--- src/rtl/rp_slot_sequencer.sv ---
// rp_slot_sequencer: per-slot RP clock-enable/reset power sequencer; optional lock monitor via RP_SEQ_LOCK_MONITOR_EN
module rp_slot_sequencer #(
  parameter int CLKEN_SETTLE_CYCLES = 4,
  parameter int RESET_HOLD_CYCLES = 16,
  parameter int CNT_WIDTH = 8
) (
  input  logic       clk,
  input  logic       resetn,
  input  logic       clken_req,
  input  logic       resetn_req,
  input  logic       decouple_status,
  input  logic       rp_clk_locked,
  output logic       slot_clken,
  output logic       slot_resetn,
  output logic       seq_busy,
  output logic [2:0] seq_state,
  output logic       lock_fault
);
  typedef enum logic [2:0] {
    OFF        = 3'd0,
    CLK_SETTLE = 3'd1,
    RST_HOLD   = 3'd2,
    RUN        = 3'd3,
    RST_ENTER  = 3'd4,
    CLK_GATE   = 3'd5
  } state_t;
  localparam logic [CNT_WIDTH-1:0] SETTLE_LD = CNT_WIDTH'(CLKEN_SETTLE_CYCLES - 1);
  localparam logic [CNT_WIDTH-1:0] HOLD_LD = CNT_WIDTH'(RESET_HOLD_CYCLES - 1);
  state_t state;
  logic [CNT_WIDTH-1:0] cnt;
  logic [1:0] dec_sync;
  logic dec_s, lk, stop, cnt_zero;
  // two-flop synchronizer for the decoupler status
  always_ff @(posedge clk or negedge resetn)
    if (!resetn) dec_sync <= '0;
    else dec_sync <= {dec_sync[0], decouple_status};
  assign dec_s = dec_sync[1];
`ifdef RP_SEQ_LOCK_MONITOR_EN
  logic [2:0] lock_sync;
  // lock synchronizer; the extra top bit keeps the previous lock_s for fall detection
  always_ff @(posedge clk or negedge resetn)
    if (!resetn) lock_sync <= '0;
    else lock_sync <= {lock_sync[1:0], rp_clk_locked};
  assign lk = lock_sync[1];
  // sticky lock-loss flag, set dominates the OFF-idle clear
  always_ff @(posedge clk or negedge resetn)
    if (!resetn) lock_fault <= 1'b0;
    else if (lock_sync[2] & ~lock_sync[1] & (state != OFF)) lock_fault <= 1'b1;
    else if ((state == OFF) & ~clken_req) lock_fault <= 1'b0;
`else
  logic unused_lock;
  assign unused_lock = rp_clk_locked;
  assign lk = 1'b1;
  assign lock_fault = 1'b0;
`endif
  assign stop = ~clken_req | ~lk;
  assign cnt_zero = cnt == '0;
  // sequencing FSM; clock enable and reset are registered here so they never glitch
  always_ff @(posedge clk or negedge resetn)
    if (!resetn) begin
      state <= OFF;
      cnt <= '0;
      slot_clken <= 1'b0;
      slot_resetn <= 1'b0;
    end else begin
      case (state)
        OFF:
          if (clken_req & lk & ~dec_s) begin
            state <= CLK_SETTLE;
            cnt <= SETTLE_LD;
            slot_clken <= 1'b1;
          end
        CLK_SETTLE:
          if (stop) begin
            state <= CLK_GATE;
            cnt <= SETTLE_LD;
            slot_clken <= 1'b0;
            slot_resetn <= 1'b0;
          end else if (cnt_zero) begin
            state <= RST_HOLD;
            cnt <= HOLD_LD;
          end else cnt <= cnt - 1'b1;
        RST_HOLD:
          if (stop) begin
            state <= CLK_GATE;
            cnt <= SETTLE_LD;
            slot_clken <= 1'b0;
            slot_resetn <= 1'b0;
          end else if (cnt_zero & resetn_req & ~dec_s) begin
            state <= RUN;
            slot_resetn <= 1'b1;
          end else if (!cnt_zero) cnt <= cnt - 1'b1;
        RUN:
          if (~resetn_req | dec_s | stop) begin
            state <= RST_ENTER;
            cnt <= HOLD_LD;
            slot_resetn <= 1'b0;
          end
        RST_ENTER:
          if (cnt_zero) state <= RST_HOLD;
          else cnt <= cnt - 1'b1;
        CLK_GATE:
          if (cnt_zero) state <= OFF;
          else cnt <= cnt - 1'b1;
        default: begin
          state <= CLK_GATE;
          cnt <= SETTLE_LD;
          slot_clken <= 1'b0;
          slot_resetn <= 1'b0;
        end
      endcase
    end
  assign seq_state = state;
  assign seq_busy = (state == CLK_SETTLE) | (state == RST_ENTER) | (state == CLK_GATE) | ((state == RST_HOLD) & ~cnt_zero);
endmodule
--- config.mk ---
export PLATFORM = sky130hd
export DESIGN_NAME = rp_slot_sequencer
export DESIGN_NICKNAME = d
export VERILOG_FILES = /design/src/rtl/rp_slot_sequencer.sv
export SDC_FILE = /design/constraint.sdc
export NUM_CORES = 1
export LEC_CHECK = 0
export CAP_MARGIN = 20
export CELL_PAD_IN_SITES_DETAIL_PLACEMENT = 0
export CELL_PAD_IN_SITES_GLOBAL_PLACEMENT = 1
export CORE_MARGIN = 8
export CORE_UTILIZATION = 40
export CTS_CLUSTER_DIAMETER = 30
export DETAILED_ROUTE_END_ITERATION = 6
export HOLD_SLACK_MARGIN = 0.08
export PLACE_DENSITY = 0.79
export SYNTH_ARGS = -nofsm -noshare
export SYNTH_HDL_FRONTEND = slang
export SYNTH_SLANG_ARGS = --single-unit
--- constraint.sdc ---
create_clock -name clk -period 4.54 [get_ports clk]
set_input_delay 1.135 -clock clk [delete_from_list [all_inputs] [get_ports clk]]
set_output_delay 1.135 -clock clk [all_outputs]
set_load 0.1 [all_outputs]
### Word level (Yosys, flattened, before mapping)

Index checks and enable logic that the tools add are counted.

| operators by class | value |
|---|---|
| $add $sub $neg | 1 |
| equality and inequality tests | 12 |
| muxes and demuxes | 23 |
| bitwise operators | 15 |
| reductions and logical operators | 10 |

Operator list:

| kind | number |
|---|---|
| 2-to-1 mux 8 bit | 7 |
| case mux 8 bit (5 select lines) | 1 |
| 2-to-1 mux 3 bit | 7 |
| case mux 3 bit (6 select lines) | 1 |
| inequality test 2 bit, second input constant | 5 |
| logical NOT 8 bit | 1 |
| AND reduction 4 bit | 2 |
| subtractor 8 x 1 -> 8 bit, second input constant | 1 |
| equality test 3 x 2 -> 1 bit, second input constant | 2 |
| equality test 3 bit, second input constant | 2 |
| inequality test 3 bit, second input constant | 2 |
| inverter 1 bit | 6 |
| AND reduction 3 bit | 2 |
| OR reduction 3 bit | 2 |
| 2-to-1 mux 1 bit | 5 |
| bitwise OR 1 bit | 5 |
| AND 1 bit | 4 |
| case mux 1 bit (4 select lines) | 1 |
| OR reduction 2 bit | 2 |
| equality test 3 x 1 -> 1 bit, second input constant | 1 |
| logical NOT 3 bit | 1 |
| case mux 1 bit (3 select lines) | 1 |

| storage, ports and cells | value |
|---|---|
| register bits | 15 |
| output and inout bits | 7 |

### Logic depth before layout (Yosys ltp)

Gate-level depths: netlist of run 1.

| logic depth | value |
|---|---|
| depth in word-level cells | 6 |
| depth in mapped cells | 9 |

### Worst setup path after synthesis of run 1

Ideal clock, no wire load.

| timing | value |
|---|---|
| kind | register -> output |
| from | register state[2], in the netlist seq_state[2] |
| to | output port seq_busy |
| arrival | 3.483 ns |
| required time | 3.405 ns |
| setup slack | -0.078 ns |
| cell stages (with the launch flop) | 4 |
| path buffers | 1 |
| cell sequence | dfrtp_1 -> clkbuf_1 -> nor2_1 -> o21ai_0 |

| on the way | value |
|---|---|
| longest elaborated chain between the ends | 4 |
| elaborated cells on any way between the ends | 8 |
| classes of those cells | eq/ne (4); bitwise (4) |

RTL lines:

| element | RTL line | text |
|---|---|---|
| start: declaration | 29 | `state_t state;` |
| start signal: assignment | 61 | `state <= OFF;` |
| start signal: assignment | 69 | `state <= CLK_SETTLE;` |
| start signal: assignment | 75 | `state <= CLK_GATE;` |
| equality test 3 x 1 -> 1 bit / equality test 3 bit (equally long branches) | 114 | `assign seq_busy = (state == CLK_SETTLE) \| (state == RST_ENTER) \| (state == CLK_GATE) \| ((state == RST_HOLD) & ...` |
| bitwise OR 1 bit (2 in series) | 114 |  |
| bitwise OR 1 bit (*) | 114 |  |
| end: declaration | 15 | `output logic seq_busy,` |

Every way passes the cells marked *; elsewhere a longest branch is shown, timed or not.

### Final worst setup path of run 1

| timing | value |
|---|---|
| from | register cnt[0] |
| to | output port seq_busy |

| on the way | value |
|---|---|
| longest elaborated chain between the ends | 4 |

RTL lines:

| element | RTL line | text |
|---|---|---|
| start: declaration | 30 | `logic [CNT_WIDTH-1:0] cnt;` |
| start signal: assignment | 82 | `end else cnt <= cnt - 1'b1;` |
| start signal: assignment | 92 | `end else if (!cnt_zero) cnt <= cnt - 1'b1;` |
| start signal: assignment | 101 | `else cnt <= cnt - 1'b1;` |
| logical NOT 8 bit | 57 | `assign cnt_zero = cnt == '0;` |
| inverter 1 bit | 114 |  |
| AND 1 bit | 114 |  |
| bitwise OR 1 bit | 114 |  |

Every way passes these cells.

==> flow_summary.json, run 1 <==
{
  "status": "complete, no violations",
  "cp_max_fo": 9,
  "p_leak_nw": 0.4605,
  "ctsResizeCount": 0,
  "dp_slack_ns": 1.273,
  "clk_pin_slew_ns": 0.10,
  "synth_top_cell_by_area": "dfrtp_1",
  "p_total_mw": 0.8498,
  "final_cell_mix": "dfrtp_1, inv_1, o21ai_0, clkdlybuf4s50_1",
  "cts_buffers": 3,
  "portBuffers": 10,
  "cellPowerDensity_nw_per_um2": 700.2,
  "drv_cap": 0,
  "io_pins": 13,
  "start_util_pct": 40.99,
  "synth_edf_count": 0,
  "drtAntennaViolNets": 0,
  "layout-drive-gt1-share_pct": 6.015,
  "grt_max_degree": 24,
  "routedWlPerCell_um": 16.85,
  "hold_class": "reg -> reg",
  "vias": 1018,
  "synthesis.area_um2": 1101,
  "h-tree-depth": 1,
  "drtIter0Drc": 45,
  "crit_required_ns": 3.40,
  "place_area_um2": 1187,
  "min_from": "dec_sync[0]",
  "via_per_inst": 6.207,
  "final_cells": 164,
  "synth_nets": 138,
  "end_kind": "primary output",
  "min_period_over_period_pct": 78.82,
  "fin_util_pct": 45.18,
  "reg2reg_to": "cnt[0]",
  "final_common_cell": "dfrtp_1",
  "dp_hpwl_um": 1858,
  "finalNetCount": 143,
  "critPathLaunchType": "flip-flop",
  "cp_cell_sequence": "inv_1 -> ha_1 -> nor4b_1 -> nand2_1 -> nand3_1 -> o21ai_1 -> buf_4",
  "period_needed_ns": 3.579,
  "ys_ff_latch": 15,
  "grt_pass1_vias": 1027,
  "syn_avg_cell_area_um2": 8.535,
  "drt_wl_total_um": 2764,
  "setup_violations": 0,
  "ys_seq_area_share_pct": 34.09,
  "core_area_um2": 2686,
  "synth_cell_types": 48,
  "dp.cells": 160,
  "drc_errors": 0,
  "clock_latency_ns": 0.29,
  "hold_viol_final": 0,
  "path_delay_family": "simple AND/OR/NAND/NOR gates",
  "reg2reg_depth": 8,
  "slowest_delay_ns": 0.53,
  "crit_slowest_cell": "nor4b_1",
  "n_antenna_cell": 0,
  "multi_input_area_um2": 638.1,
  "grt-ovfl-total": 0,
  "routabilityCongestion": 0.7897,
  "ys.flop_type": "dfrtp_1",
  "grt_pass1_wl_um": 4781,
  "clock_sinks": 15,
  "netlist.area_leader.share_pct": 34.09,
  "worstReg2RegStart": "cnt[0]",
  "skew_ns": 0.0005483,
  "syn_inst": 129,
  "dr.pass1.iters": 4,
  "final_area_um2": 1214,
  "rsz0062_at_grt": "false",
  "setup_ws_ns": 0.9615,
  "worst_ep_arrival_time_ns": 2.44,
  "holdBufCountCts": 0,
  "clock_path_buffers": 2,
  "yosys_warnings": 0,
  "hold_ws_ns": 0.3622,
  "min_path_cells": 0,
  "irDropWorstVdd_mv": 0.4331,
  "regArea_um2": 375.4,
  "cts_root_buffer": "clkbuf_4",
  "antenna_found_initial": 0,
  "die_w_um": 68.47,
  "path_buf_inv": 2,
  "grt_usage_pct": 13.22,
  "async_flop_share_pct": 100.0,
  "rows": 19,
  "die_y_um": 68.47,
  "maxSlewHeadroom_pct": 35.17,
  "crit_type": "reg -> out",
  "cts_tree": "done",
  "hold_end": "dec_sync[1]",
  "fill_cells": 271,
  "maxSlewViolCount": 0,
  "tightest_slew_ns": 0.9695,
  "timing.fmax_mhz": 279.4,
  "die-area_um2": 4687,
  "post-cts-setup-buffers": 0,
  "rrSetupSlack_ns": 1.86,
  "area_growth_syn_to_layout_pct": 10.23,
  "post_synth_main_area_contributors": "dfrtp_1, o21ai_0, a31oi_1",
  "tns_ns": 0
}
worst max path at each step:
stage,to,slack (ns),from,depth (start not counted)
after CTS,seq_busy,0.98,cnt[0],7
after detailed placement,cnt[0],1.27,clken_req,5
final,seq_busy,0.96,cnt[0],7
after global placement,cnt[0],1.28,clken_req,5
after global routing,seq_busy,0.75,cnt[0],7
after floorplan,seq_busy,0.68,seq_state[2],3
worst reg2reg max path, stage by stage, from the launching register on:
cell and delay, ns:
dfrtp_1 0.45, inv_1 0.12, ha_1 0.16, nor4b_1 0.53
nand2_1 0.38, ha_1 0.38, o21ai_0 0.17, a31oi_1 0.11
mux2_4 0.27
logic make-up after synthesis:
kind of cell	Yosys count	synth area share, %
flip-flops	15	34.09
buffers and inverters	20	7.955
adder cells (fa/ha/maj)	4	4.319
AND/OR/NAND/NOR	40	22.05
multiplexers	1	1.363
XOR/XNOR	3	2.387
AO/OA/AOI/OAI	45	27.50
other	1	0.3406
area by class of cell:
type | instances | share of cell area, %
tap | 31 | 3.196
timing repair buffer | 10 | 8.041
clock buffer | 4 | 2.165
sequential | 15 | 30.93
multi-input combinational | 94 | 52.58
inverter | 10 | 3.093
registers in the layout (all words and copies together) (netlist names):
name,cells
cnt,8
dec_sync,2
seq_state,3
slot_clken,1
slot_resetn,1
report_power, final:
group / switching (mW) / internal, mW / total (mW)
Sequential: 0.0942 / 0.183 / 0.277
Clock: 0.0464 / 0.0341 / 0.0805
Combinational: 0.309 / 0.183 / 0.492
Total: 0.450 / 0.400 / 0.850
cell usage after synthesis, types with 2 or more instances:
cell type,number
dfrtp_1,15
nand2_1,4
xnor2_1,3
o21ai_0,10
a21oi_1,6
nor2_1,6
nor3_1,7
nand2b_1,4
o311ai_0,2
nor3b_1,2
clkbuf_1,7
a211oi_1,2
o211ai_1,2
inv_1,10
nand3b_1,3
a31oi_1,7
ha_1,3
nand3_1,3
a32oi_1,2
o22ai_1,2
o32ai_1,2
metal layers:
metal  part of all wire [%]  up-vias  GRT usage, %
met2                     49       12         21.37
met3                    2.8        2         3.273
met5                      0        -             0
li1                       -      496             -
met4                   0.65        0         5.115
met1                     48      508         16.46
No activity file was read; power rests on OpenSTA's default activity.
==> run 2, diff against run 1 <==
Settings changed: CORE_UTILIZATION 40 to 37, PLACE_DENSITY 0.79 to 0.77.
Clock period 4.54 ns to 3.2 ns, I/O delays scaled along.
==> run 2 against run 1 <==
- global-route usage shrank 1.6 points
- critical path type unchanged
- non-clock buffer count grew 4
- core utilization shrank 0.33 points
- sequential share of layout area shrank 0.84 points
- die area grew 6.2%
==> flow_summary.json, run 2 (synthesis results as in run 1) <==
{
  "status": "complete, no violations",
  "io_pins": 13,
  "hold_viol_final": 0,
  "swShare_pct": 52.54,
  "hold_class": "reg -> reg",
  "p_clk_share_pct": 9.3,
  "h-tree-depth": 1,
  "cts_tree": "done",
  "layout-drive-gt1-share_pct": 13.14,
  "worstReg2RegStart": "cnt[1]",
  "fin_util_pct": 44.85,
  "timing.fmax_mhz": 343.6,
  "core_area_um2": 2781,
  "holdBufCountCts": 0,
  "routedWlPerCell_um": 16.30,
  "rows": 19,
  "clock_sinks": 15,
  "crit_required_ns": 2.40,
  "drv_cap": 0,
  "irDropWorstVdd_mv": 0.6172,
  "slowest_delay_ns": 0.49,
  "p_leak_nw": 0.4905,
  "grt_pass1_wl_um": 4823,
  "rsz0062_at_grt": "false",
  "cp_max_fo": 6,
  "area_growth_syn_to_layout_pct": 13.30,
  "drt_wl_total_um": 2739,
  "grt_usage_pct": 11.62,
  "die-area_um2": 4977,
  "cts_buffers": 3,
  "n_antenna_cell": 0,
  "min_period_over_period_pct": 90.96,
  "maxSlewHeadroom_pct": 51.33,
  "critPathLaunchType": "flip-flop",
  "reg2reg_depth": 6,
  "reg2reg_to": "cnt[0]",
  "dp.cells": 164,
  "final_cell_mix": "dfrtp_1, inv_1, o21ai_0, buf_4",
  "clock_latency_ns": 0.29,
  "cts_root_buffer": "clkbuf_4",
  "maxSlewViolCount": 0,
  "dr.pass1.iters": 4,
  "skew_ns": 0.002302,
  "start_util_pct": 39.59,
  "cellPowerDensity_nw_per_um2": 984.6,
  "p_switching_mw": 0.6453,
  "tightest_slew_ns": 0.7278,
  "tns_ns": 0,
  "routabilityCongestion": 0.7910,
  "antenna_found_initial": 0,
  "end_kind": "primary output",
  "ctsResizeCount": 0,
  "power.internal_mw": 0.5830,
  "power_frac_comb_pct": 58.6,
  "drtAntennaViolNets": 0,
  "die_y_um": 70.55,
  "final_cells": 168,
  "die_w_um": 70.55,
  "rrSetupSlack_ns": 0.63,
  "clock_path_buffers": 2,
  "crit_type": "reg -> out",
  "grt-ovfl-total": 0,
  "regArea_um2": 375.4,
  "fill_cells": 275,
  "portBuffers": 10,
  "regMostFlops": "cnt",
  "startpoint": "cnt[1]",
  "vias": 1024,
  "crit_slowest_cell": "nor4b_1",
  "worst_ep_arrival_time_ns": 2.11,
  "grt_pass1_vias": 1039,
  "seq_power_share_pct": 32.2,
  "drtIter0Drc": 43,
  "drc_errors": 0,
  "via_per_inst": 6.095,
  "dp_hpwl_um": 1952,
  "multi_input_area_um2": 641.9,
  "endpoint": "seq_busy",
  "final_common_cell": "dfrtp_1",
  "post-cts-setup-buffers": 0,
  "cp_cell_sequence": "inv_1 -> ha_1 -> nor4b_1 -> nand2_1 -> nand3_1 -> o21ai_2 -> buf_12",
  "grt_max_degree": 24,
  "period_needed_ns": 2.911,
  "clk_pin_slew_ns": 0.09,
  "setup_violations": 0,
  "finalNetCount": 147,
  "hold_ws_ns": 0.3655,
  "largest_register_ffs": 8
}
[run 2: cell types whose count changed in the layout (fill, tap and decap cells not counted)]
cell	before	now
buf_12	0	1
clkdlybuf4s50_1	9	4
o21ai_1	2	1
buf_4	1	9
o21ai_2	0	1
[run 2: how the worst min path moves through the flow]
| stage | slack (ns) | startpoint | cells after the start | to |
|---|---|---|---|---|
| after global placement | 0.34 | dec_sync[0] | 0 | dec_sync[1] |
| after global routing | 0.38 | dec_sync[0] | 0 | dec_sync[1] |
| after floorplan | 0.33 | dec_sync[0] | 0 | dec_sync[1] |
| after CTS | 0.37 | dec_sync[0] | 0 | dec_sync[1] |
| final | 0.37 | dec_sync[0] | 0 | dec_sync[1] |
| after detailed placement | 0.34 | dec_sync[0] | 0 | dec_sync[1] |
[run 2: stage by stage]
step / setup slack, ns / power, mW / area, µm²
2_1_floorplan: 0.2002 / 0.9430 / 1105
3_3_place_gp: 0.5704 / 1.103 / 1221
3_5_place_dp: 0.5679 / 1.118 / 1221
4_1_cts: 0.2608 / 1.235 / 1247
5_1_grt: 0.001762 / 1.325 / 1247
6_report: 0.2894 / 1.228 / 1247
[run 2: power groups by stage]
stage | clock network [mW] | registers, mW | logic [mW]
global placement | 0 | 0.395 | 0.708
floorplan | 0 | 0.464 | 0.479
global route | 0.125 | 0.409 | 0.791
finish | 0.114 | 0.395 | 0.719
CTS | 0.120 | 0.393 | 0.722
detailed placement | 0 | 0.398 | 0.720
[run 2: layer usage]
layer  wire length (µm)  global-route usage [%]
met1               1264                   14.63
met2               1337                   18.21
met3                103                   3.347
met4                 34                   4.814
met5                  0                       0
[run 2: layout make-up]
| cell class | count | area share [%] |
|---|---|---|
| clock buffers | 4 | 2.106 |
| inverters | 10 | 3.009 |
| multi-input cells | 94 | 51.45 |
| flip-flops and latches | 15 | 30.09 |
| well taps | 31 | 3.109 |
| repair buffers | 14 | 10.23 |
[run 2: worst max-delay path, delay by kind of cell (launching register included)]
family	cells	cell delay, ns
simple gates	3	0.79
flops	1	0.46
buf+inv	2	0.33
fa+ha+maj	1	0.16
compound gates	1	0.09
